### src/rtl/bomb_game_ctrl.sv
// Round sequencer and round-robin strike arbiter in front of the extras timer/strike bus.
// Bus outputs and flags are decoded from the state register; strikes commit at most one per two cycles.
module bomb_game_ctrl #(
  parameter int NUM_MODULES   = 4,
  parameter int DATA_WIDTH    = 16,
  parameter int ADDR_WIDTH    = 16,
  parameter int START_SECONDS = 300,
  parameter int MAX_STRIKES   = 3,
  parameter logic [ADDR_WIDTH-1:0] TIMER_ADDR  = 16'h0000,
  parameter logic [ADDR_WIDTH-1:0] STRIKE_ADDR = 16'h0400
) (
  input  logic                   clk,
  input  logic                   resetn,
  input  logic                   start,
  input  logic [NUM_MODULES-1:0] strike_req,
  input  logic [NUM_MODULES-1:0] solved,
  input  logic [DATA_WIDTH-1:0]  mem_q,
  output logic [DATA_WIDTH-1:0]  mem_data,
  output logic [ADDR_WIDTH-1:0]  mem_addr,
  output logic                   mem_we,
  output logic                   mem_en,
  output logic [NUM_MODULES-1:0] strike_ack,
  output logic [1:0]             strikes,
  output logic [2:0]             state,
  output logic                   defused,
  output logic                   exploded
);

  localparam int PW = (NUM_MODULES > 1) ? $clog2(NUM_MODULES) : 1;

  localparam logic [2:0] S_IDLE      = 3'd0;
  localparam logic [2:0] S_CLEAR     = 3'd1;
  localparam logic [2:0] S_LOAD      = 3'd2;
  localparam logic [2:0] S_RUN       = 3'd3;
  localparam logic [2:0] S_STRIKE_WR = 3'd4;
  localparam logic [2:0] S_DEFUSED   = 3'd5;
  localparam logic [2:0] S_EXPLODED  = 3'd6;

  localparam logic [1:0]             MAX_S = 2'(MAX_STRIKES);
  localparam logic [NUM_MODULES-1:0] ONE   = {{(NUM_MODULES-1){1'b0}}, 1'b1};

  logic [NUM_MODULES-1:0] pending;
  logic [PW-1:0]          rr_ptr;
  logic [PW-1:0]          sel_q;
  logic [PW-1:0]          sel;
  logic                   found;
  logic                   prev_load;
  logic                   timer_zero;
  logic                   all_solved;

  assign timer_zero = (mem_q == '0);
  assign all_solved = &solved;

  // First pending index at or after rr_ptr, wrapping around.
  always_comb begin
    int idx;
    sel   = '0;
    found = 1'b0;
    idx   = 0;
    for (int k = 0; k < NUM_MODULES; k++) begin
      idx = (int'(rr_ptr) + k) % NUM_MODULES;
      if (!found && pending[PW'(idx)]) begin
        found = 1'b1;
        sel   = PW'(idx);
      end
    end
  end

  always_ff @(posedge clk) begin
    if (!resetn) begin
      state     <= S_IDLE;
      strikes   <= 2'd0;
      pending   <= '0;
      rr_ptr    <= '0;
      sel_q     <= '0;
      prev_load <= 1'b0;
    end else begin
      prev_load <= (state == S_LOAD);
      if (start && state != S_CLEAR && state != S_LOAD) begin
        state   <= S_CLEAR;
        strikes <= 2'd0;
        pending <= '0;
        rr_ptr  <= '0;
      end else begin
        case (state)
          S_CLEAR: state <= S_LOAD;
          S_LOAD:  state <= S_RUN;
          S_RUN: begin
            // Expiry is ignored on the first read: the timer was loaded one cycle ago.
            if (timer_zero && !prev_load) begin
              state   <= S_EXPLODED;
              pending <= '0;
            end else if (found) begin
              pending <= (pending & ~(ONE << sel)) | strike_req;
              rr_ptr  <= PW'((int'(sel) + 1) % NUM_MODULES);
              sel_q   <= sel;
              if (strikes < MAX_S) strikes <= strikes + 2'd1;
              state   <= S_STRIKE_WR;
            end else if (all_solved) begin
              state   <= S_DEFUSED;
              pending <= '0;
            end else begin
              pending <= pending | strike_req;
            end
          end
          S_STRIKE_WR: begin
            if (strikes >= MAX_S) begin
              state   <= S_EXPLODED;
              pending <= '0;
            end else begin
              state   <= S_RUN;
              pending <= pending | strike_req;
            end
          end
          default: ;
        endcase
      end
    end
  end

  always_comb begin
    mem_en   = 1'b0;
    mem_we   = 1'b0;
    mem_addr = '0;
    mem_data = '0;
    case (state)
      S_CLEAR: begin
        mem_en   = 1'b1;
        mem_we   = 1'b1;
        mem_addr = STRIKE_ADDR;
      end
      S_LOAD: begin
        mem_en   = 1'b1;
        mem_we   = 1'b1;
        mem_addr = TIMER_ADDR;
        mem_data = DATA_WIDTH'(START_SECONDS);
      end
      S_RUN: begin
        mem_en   = 1'b1;
        mem_addr = TIMER_ADDR;
      end
      S_STRIKE_WR: begin
        mem_en   = 1'b1;
        mem_we   = 1'b1;
        mem_addr = STRIKE_ADDR;
        mem_data = DATA_WIDTH'(strikes);
      end
      default: ;
    endcase
  end

  assign strike_ack = (state == S_STRIKE_WR) ? (ONE << sel_q) : '0;
  assign defused    = (state == S_DEFUSED);
  assign exploded   = (state == S_EXPLODED);

endmodule

### config.mk
export PLATFORM = sky130hd
export DESIGN_NAME = bomb_game_ctrl
export DESIGN_NICKNAME = d
export VERILOG_FILES = /design/src/rtl/bomb_game_ctrl.sv
export SDC_FILE = /design/constraint.sdc
export NUM_CORES = 1
export LEC_CHECK = 0
export BUFFER_PORTS_ARGS = -buffer_cell sky130_fd_sc_hd__buf_2
export CORE_MARGIN = 3
export CORE_UTILIZATION = 40
export CTS_BUF_LIST = sky130_fd_sc_hd__clkbuf_4 sky130_fd_sc_hd__clkbuf_8 sky130_fd_sc_hd__clkbuf_16
export DETAILED_ROUTE_END_ITERATION = 8
export HOLD_SLACK_MARGIN = 0.12
export PLACE_DENSITY = 0.79
export SYNTH_ARGS = -nofsm -noshare
export SYNTH_HDL_FRONTEND = slang
export SYNTH_SLANG_ARGS = --single-unit
### constraint.sdc
create_clock -name clk -period 1.9 [get_ports clk]
set_input_delay 0.095 -clock clk [delete_from_list [all_inputs] [get_ports clk]]
set_output_delay 0.095 -clock clk [all_outputs]
set_load 0.01 [all_outputs]
==> results of run 1 <==
-- metrics by stage --
stage | TNS (ns) | worst slack (ns) | power [uW]
after CTS | 0 | 0.01387 | 861.1
after floorplan | 0 | 0.1217 | 576.0
after global routing | -0.001760 | -0.001760 | 913.3
final | 0 | 0.09463 | 871.9
after global placement | 0 | 0.07233 | 634.7
after detailed placement | 0 | 0.03653 | 638.4
-- cells in the mapped netlist (all sizes together), types with 4 or more instances --
master	instances	area (sq um)
mux2i	5	50.05
nor2	11	41.29
inv	9	33.78
nand3	8	40.04
and2	4	25.02
a21oi	12	60.06
a211oi	7	57.55
ha	5	62.56
o21ai	5	28.77
nand2b	4	32.53
a211o	5	43.79
dfxtp	14	280.3
buf	33	237.7
nand2	8	30.03
nor4	4	25.02
nor3b	6	45.04
-- what timing repair did --
item | in CTS | in global routing
setup endpoints to repair | 0 | 12
hold endpoints to repair | 1 | 0
hold buffers | 1 | 0
resized for setup | 0 | 14
-- layout make-up --
| cell class | count | area share [%] |
|---|---|---|
| multi-input combinational | 136 | 55.56 |
| timing repair buffer | 56 | 18.98 |
| sequential | 14 | 17.75 |
| tap | 44 | 3.395 |
| clock buffer | 4 | 2.238 |
| inverter | 9 | 2.083 |
-- state kept, by name, indices dropped and copies added, names as in the netlist --
register / count
pending: 4
strikes: 2
sel_q: 2
rr_ptr: 2
prev_load: 1
state: 3
-- final timing paths --
check | cells past startpoint | slack [ns] | end | from
min reg2reg | 2 | 0.52 | rr_ptr[1]$_SDFFE_PP0P_ | rr_ptr[1]$_SDFFE_PP0P_
max reg2reg | 9 | 0.09 | pending[3]$_SDFFE_PP0P_ | pending[3]$_SDFFE_PP0P_
min | 3 | 0.12 | pending[3]$_SDFFE_PP0P_ | strike_req[3]
max | 9 | 0.09 | pending[3]$_SDFFE_PP0P_ | pending[3]$_SDFFE_PP0P_
-- routing by layer --
| metal | up-vias | routed length [um] | global-route usage (%) |
|---|---|---|---|
| li1 | 650 | - | - |
| met4 | 0 | 29 | 5.391 |
| met3 | 6 | 337 | 3.691 |
| met2 | 67 | 1458 | 22.97 |
| met1 | 594 | 1426 | 18.63 |
| met5 | - | 0 | 0 |
-- cell usage in the layout (no fill, tap or decap), drive strengths merged, types with 5 or more instances in the layout --
| cell | synthesis | final |
|---|---|---|
| a21oi | 12 | 12 |
| ha | 5 | 5 |
| nand2 | 8 | 8 |
| mux2i | 5 | 5 |
| nand3 | 8 | 8 |
| buf | 33 | 55 |
| dfxtp | 14 | 14 |
| conb | 1 | 25 |
| inv | 9 | 9 |
| a211o | 5 | 5 |
| a211oi | 7 | 7 |
| nor3b | 6 | 6 |
| o21ai | 5 | 5 |
| nor2 | 11 | 11 |
-- power groups by stage --
stage	Clock [uW]	Sequential (uW)	Combinational, uW
after CTS	226	332	302
after global routing	233	338	343
after detailed placement	0	339	299
after floorplan	0	334	242
final	227	334	311
after global placement	0	339	296
-- cells by family (layout without fill, tap and decap cells) --
group / Yosys count / count (layout) / synth area share [%]
DFF: 14 / 14 / 20.95
other: 1 / 25 / 0.2804
xor gates and xnor gates: 3 / 3 / 1.965
buffers and inverters: 43 / 69 / 20.58
and+or+nand+nor: 59 / 59 / 26.57
muxes: 6 / 6 / 4.864
adders and majority gates: 5 / 5 / 4.677
AOI/OAI and AO/OA: 38 / 38 / 20.11
-- tightest hold or removal path: cells and delay by family --
kind / cells / cell delay, ns
AO/OA/AOI/OAI: 2 / 0.16
buffers and inverters: 1 / 0.11
==> impl_metrics.ini, run 1 <==
[die]
dieHeight_um = 63.83
io_pins = 72
fp.dieW_um = 63.83
fp-row-count = 20
initial_core_util_pct = 42.76
dieArea_sq_um = 4074
coreArea_sq_um = 3128

[layout]
finalNetCount = 252
drive_above_1_share_pct = 36.07
multi_input_area_sq_um = 900.9
area_growth_pct = 21.24
fin_cells = 263
final_util_pct = 51.84
final_area_sq_um = 1622
register_area_sq_um = 287.8
fillers = 319
diodes = 0

[synth]
synth_area_sq_um = 1338
synthCells = 169
synth-main-ff-cell = dfxtp_1
synth-seq-cells = 14
async_flop_share_pct = 0
synth_edf_count = 0
syn_area_per_cell_sq_um = 7.914
synth_cell_types = 46
synthesis.yosys.warnings = 0
yosysSeqAreaShare_pct = 20.95

[setup_path]
cp_num_buf_inv = 2
crit_chain = nand2b_1, a21boi_1, or3_4, inv_1, ha_1, inv_1, a21oi_1, a211o_1, a211oi_1
cpLargestDelayFamily = compound AO/OA/AOI/OAI gates
crit_path_start_kind = flop
worstPathRequired_ns = 2.10
crit_path_end_kind = flop
critical_path_class = flop to flop
cpPeakStageDelay_ns = 0.37
path_common_cell = inv_1
cp_data_arrival_time_ns = 2.00
cp_max_fo = 7
cp_slowest_cell = dfxtp_2

[clock_network]
clk_latency_ns = 0.29
clockBufferDepth = 2
root_buffer = clkbuf_4
cts_buffers = 3
tritoncts = yes
clk_pin_slew_ns = 0.09
post-cts-setup-buffers = 0
ctsHtreeMaxLevel = 1
cts.sinks = 14

[timing]
fmax_mhz = 553.9
fin_hold_ws_ns = 0.1239
finalSetupViolCount = 0
period_minus_slack_ns = 1.805
maxSlewViolCount = 0
fin_crit_sh_pct = 95.02
finClkSkew_ns = 0.01262
hold_viol = 0

[power]
p_int_uw = 557.7
p_sw_share_pct = 36.03
power_per_cell_area_nw_per_um2 = 537.7
p_sw_uw = 314.2
vdd_drop_max_mv = 0.2510
p_comb_share_pct = 35.7
power_frac_seq_pct = 38.3
p_leak_uw = 0.0008093
p_clk_share_pct = 26.0

[route]
ant_nets = 0
vias = 1317
avgRoutedWirePerCell_um = 12.36
dr.pass1.iters = 4
vias_per_cell = 5.008
wl_um = 3251
drt-initial-drc-count = 68
remaining_drc_errors = 0

[global_route]
antenna_found_initial = 0
grt_max_degree = 17
grt_pass1_vias = 1082
gr-total-overflow = 0
track_usage_pct = 14.44
grt_pass1_wl_um = 4809

[placement]
dp_hpwl_um = 2429
place_area_sq_um = 1539
place_inst = 258
place_congestion = 0.8109
portBuffers = 46

[run_status]
outcome = finished clean

[run]
cap_viol_max_count = 0

[hold_path]
hold_path.class = input port to flop
No activity file was read; power rests on OpenSTA's default activity.
==> inputs of run 2 (changes only) <==
==> config.mk (replaced) <==
export PLATFORM = sky130hd
export DESIGN_NAME = bomb_game_ctrl
export DESIGN_NICKNAME = d
export VERILOG_FILES = /design/src/rtl/bomb_game_ctrl.sv
export SDC_FILE = /design/constraint.sdc
export NUM_CORES = 1
export LEC_CHECK = 0
export ABC_AREA = 1
export BUFFER_PORTS_ARGS = -buffer_cell sky130_fd_sc_hd__buf_2
export CORE_MARGIN = 3
export CORE_UTILIZATION = 40
export DETAILED_ROUTE_END_ITERATION = 8
export HOLD_SLACK_MARGIN = 0.12
export PLACE_DENSITY = 0.76
export SYNTH_ARGS = -nofsm -noshare
export SYNTH_HDL_FRONTEND = slang
export SYNTH_SLANG_ARGS = --single-unit
==> impl_metrics.ini, run 2 <==
[run_status]
outcome = finished, violations left
violations = setup timing

[timing]
finalSetupViolCount = 5
finClkSkew_ns = 0.001664
setup_ws_ns = -0.1410
hold_viol = 0
rsz0062_at_grt = true
fin_crit_sh_pct = 107.4
fmax_mhz = 490.0
fin_setup_tns_ns = -0.5169
period_minus_slack_ns = 2.041
maxSlewViolCount = 0

[layout]
fillers = 348
regMostFlops = pending
final_common_cell = nand2_1
finalNetCount = 377
largest_register_ff_count = 4
area_growth_pct = 46.62
drive_above_1_share_pct = 45.35
diodes = 0
multi_input_area_sq_um = 1162
register_area_sq_um = 290.3
top_regs = pending (4), state (3)
layout_common_cells = nand2_1, buf_2, buf_4

[die]
dieHeight_um = 68.33
fp.dieW_um = 68.33
coreArea_sq_um = 3716
io_pins = 72
initial_core_util_pct = 41.82
fp-row-count = 22
dieArea_sq_um = 4669

[setup_path]
crit_chain = inv_6, nand2_2, nand2_4, buf_4, o21ai_4, inv_4, nand3_4, nand2_4, a21oi_4, inv_2, ha_4, nor2_2, o21ai_1, nand2_1, nand2_1, a21oi_2
timing.rr.end = pending[2]$_SDFFE_PP0P_
crit_path_start_kind = flop
crit_path_end_kind = flop
cp_slowest_cell = dfxtp_4
reg2reg_from = rr_ptr[0]$_SDFFE_PP0P_
critical_path_class = flop to flop
cp_num_buf_inv = 4
r2r_cells = 16
cp_max_fo = 8
cpLargestDelayFamily = simple AND/OR/NAND/NOR gates
cp_data_arrival_time_ns = 2.22
worstPathRequired_ns = 2.08
r2r_slack_ns = -0.14
cpPeakStageDelay_ns = 0.40

[route]
remaining_drc_errors = 0
top_layer_used = met4
dr.pass1.iters = 4
drt-initial-drc-count = 111
wl_met1_um = 1793
wl_um = 4478
vias_per_cell = 4.638
vias = 1818
ant_nets = 0
avgRoutedWirePerCell_um = 11.42
met2_length_um = 2361
wl_met3_um = 260

[power]
p_leak_uw = 0.001234
power_per_cell_area_nw_per_um2 = 528.6
vdd_drop_max_mv = 0.5329
power_uw = 1204

[synth]
async_flop_share_pct = 0
synth-main-ff-cell = dfxtp_1
synth_cell_types = 28
synthCells = 258
synthMostInstantiatedCell = nand2_1
syn_area_per_cell_sq_um = 6.023
synthTopCellsByArea = dfxtp_1, nand2_1, buf_4
synth.top_cell.area_share_pct = 18.04
synth_common_cells = nand2_1, nor2_1, inv_1, buf_4
yosysSeqAreaShare_pct = 18.04
synth_area_sq_um = 1554
synth_edf_count = 0
synth_top_cell_by_area = dfxtp_1
synth-seq-cells = 14
synthesis.yosys.warnings = 0

[clock_network]
clockBufferDepth = 2
clk_latency_ns = 0.24
ctsHtreeMaxLevel = 1
root_buffer = clkbuf_8
tritoncts = yes
cts.sinks = 14
clk_pin_slew_ns = 0.06
cts_buffers = 3

[hold_path]
hold_path.class = input port to flop
whs_path_depth = 5
hp-start = strike_req[2]
min_to = pending[2]$_SDFFE_PP0P_

[global_route]
grt_max_degree = 13
grt_pass1_vias = 1654
antenna_found_initial = 0
gr-total-overflow = 0
track_usage_pct = 19.19
grt_pass1_wl_um = 6996

[placement]
portBuffers = 46
dp_hpwl_um = 3197
place_congestion = 0.9320

[run]
cap_viol_max_count = 0
run 2: cell types whose count changed in the layout (fill, tap and decap cells not counted), sizes merged, moves of 5 or more:
cell	previous run	this run
nor3	3	10
nand2	8	69
nor3b	6	0
inv	9	35
o21ai	5	15
buf	55	87
mux2i	5	0
a211o	5	0
a211oi	7	0
nor2	11	41
nand3	8	18
run 2: routing by layer:
layer,up-vias,track usage [%]
li1,928,-
met1,812,23.43
met2,70,35.02
met3,8,2.299
met4,0,5.211
met5,-,0
run 2: power breakdown:
| group | internal (uW) | leakage (uW) | switching, uW | total (uW) |
|---|---|---|---|---|
| clock network | 184 | 0.0000288 | 108 | 292 |
| registers | 309 | 0.000116 | 21.3 | 330 |
| logic | 245 | 0.00109 | 337 | 583 |
run 2: repair_timing:
action                                  in CTS  in global routing
hold buffers                                 1                  0
endpoints found under the setup margin       5                 14
pin swaps                                   19                 28
hold endpoints to repair                     1                  0
setup buffers                               15                  4
resized for setup                           28                 37
run 2: worst register-to-register path, delay by kind of cell (launching register included):
family	cells	cell delay [ns]
buffers and inverters	4	0.36
flip-flops	1	0.40
adder cells (fa/ha/maj)	1	0.17
AND/OR/NAND/NOR	7	0.54
AO/OA/AOI/OAI	4	0.50
run 2: how the worst max path moves through the flow:
stage / start / to / slack (ns) / depth (start not counted)
4_1_cts: rr_ptr[0]$_SDFFE_PP0P_ / pending[3]$_SDFFE_PP0P_ / -0.10 / 18
6_report: rr_ptr[0]$_SDFFE_PP0P_ / pending[2]$_SDFFE_PP0P_ / -0.14 / 16
5_1_grt: rr_ptr[0]$_SDFFE_PP0P_ / pending[3]$_SDFFE_PP0P_ / -0.23 / 18
2_1_floorplan: rr_ptr[0]$_SDFFE_PP0P_ / pending[0]$_SDFFE_PP0P_ / 0.02 / 16
3_3_place_gp: rr_ptr[1]$_SDFFE_PP0P_ / pending[3]$_SDFFE_PP0P_ / -0.18 / 15
3_5_place_dp: rr_ptr[0]$_SDFFE_PP0P_ / pending[0]$_SDFFE_PP0P_ / -0.22 / 16
run 2: through the flow:
step	cell area (sq um)	std cells	hold WS, ns	setup slack, ns	utilization (%)
after floorplan	1644	282	0.2072	0.01727	-
after global placement	1873	368	0.3734	-0.1806	50.40
after detailed placement	1873	368	0.3743	-0.2197	50.40
after CTS	2135	388	0.2631	-0.1005	57.44
after global routing	2278	392	0.2798	-0.2319	61.31
final	2278	392	0.2626	-0.1410	61.31
run 2: kinds of logic (layout without fill, tap and decap cells):
| logic type | count (synthesis) | after routing | synth area share (%) |
|---|---|---|---|
| AO/OA/AOI/OAI | 30 | 30 | 11.27 |
| other | 1 | 25 | 0.2413 |
| flip-flops | 14 | 14 | 18.04 |
| buffers and inverters | 66 | 128 | 23.27 |
| AND/OR/NAND/NOR | 142 | 142 | 43.16 |
| adder cells (fa/ha/maj) | 5 | 5 | 4.026 |
run 2: layout make-up:
type / instances / area share (%)
multi-input cells: 202 / 51.02
inverters: 36 / 6.480
repair buffers: 88 / 24.71
well taps: 48 / 2.636
clock buffers: 4 / 2.416
flip-flops and latches: 14 / 12.74
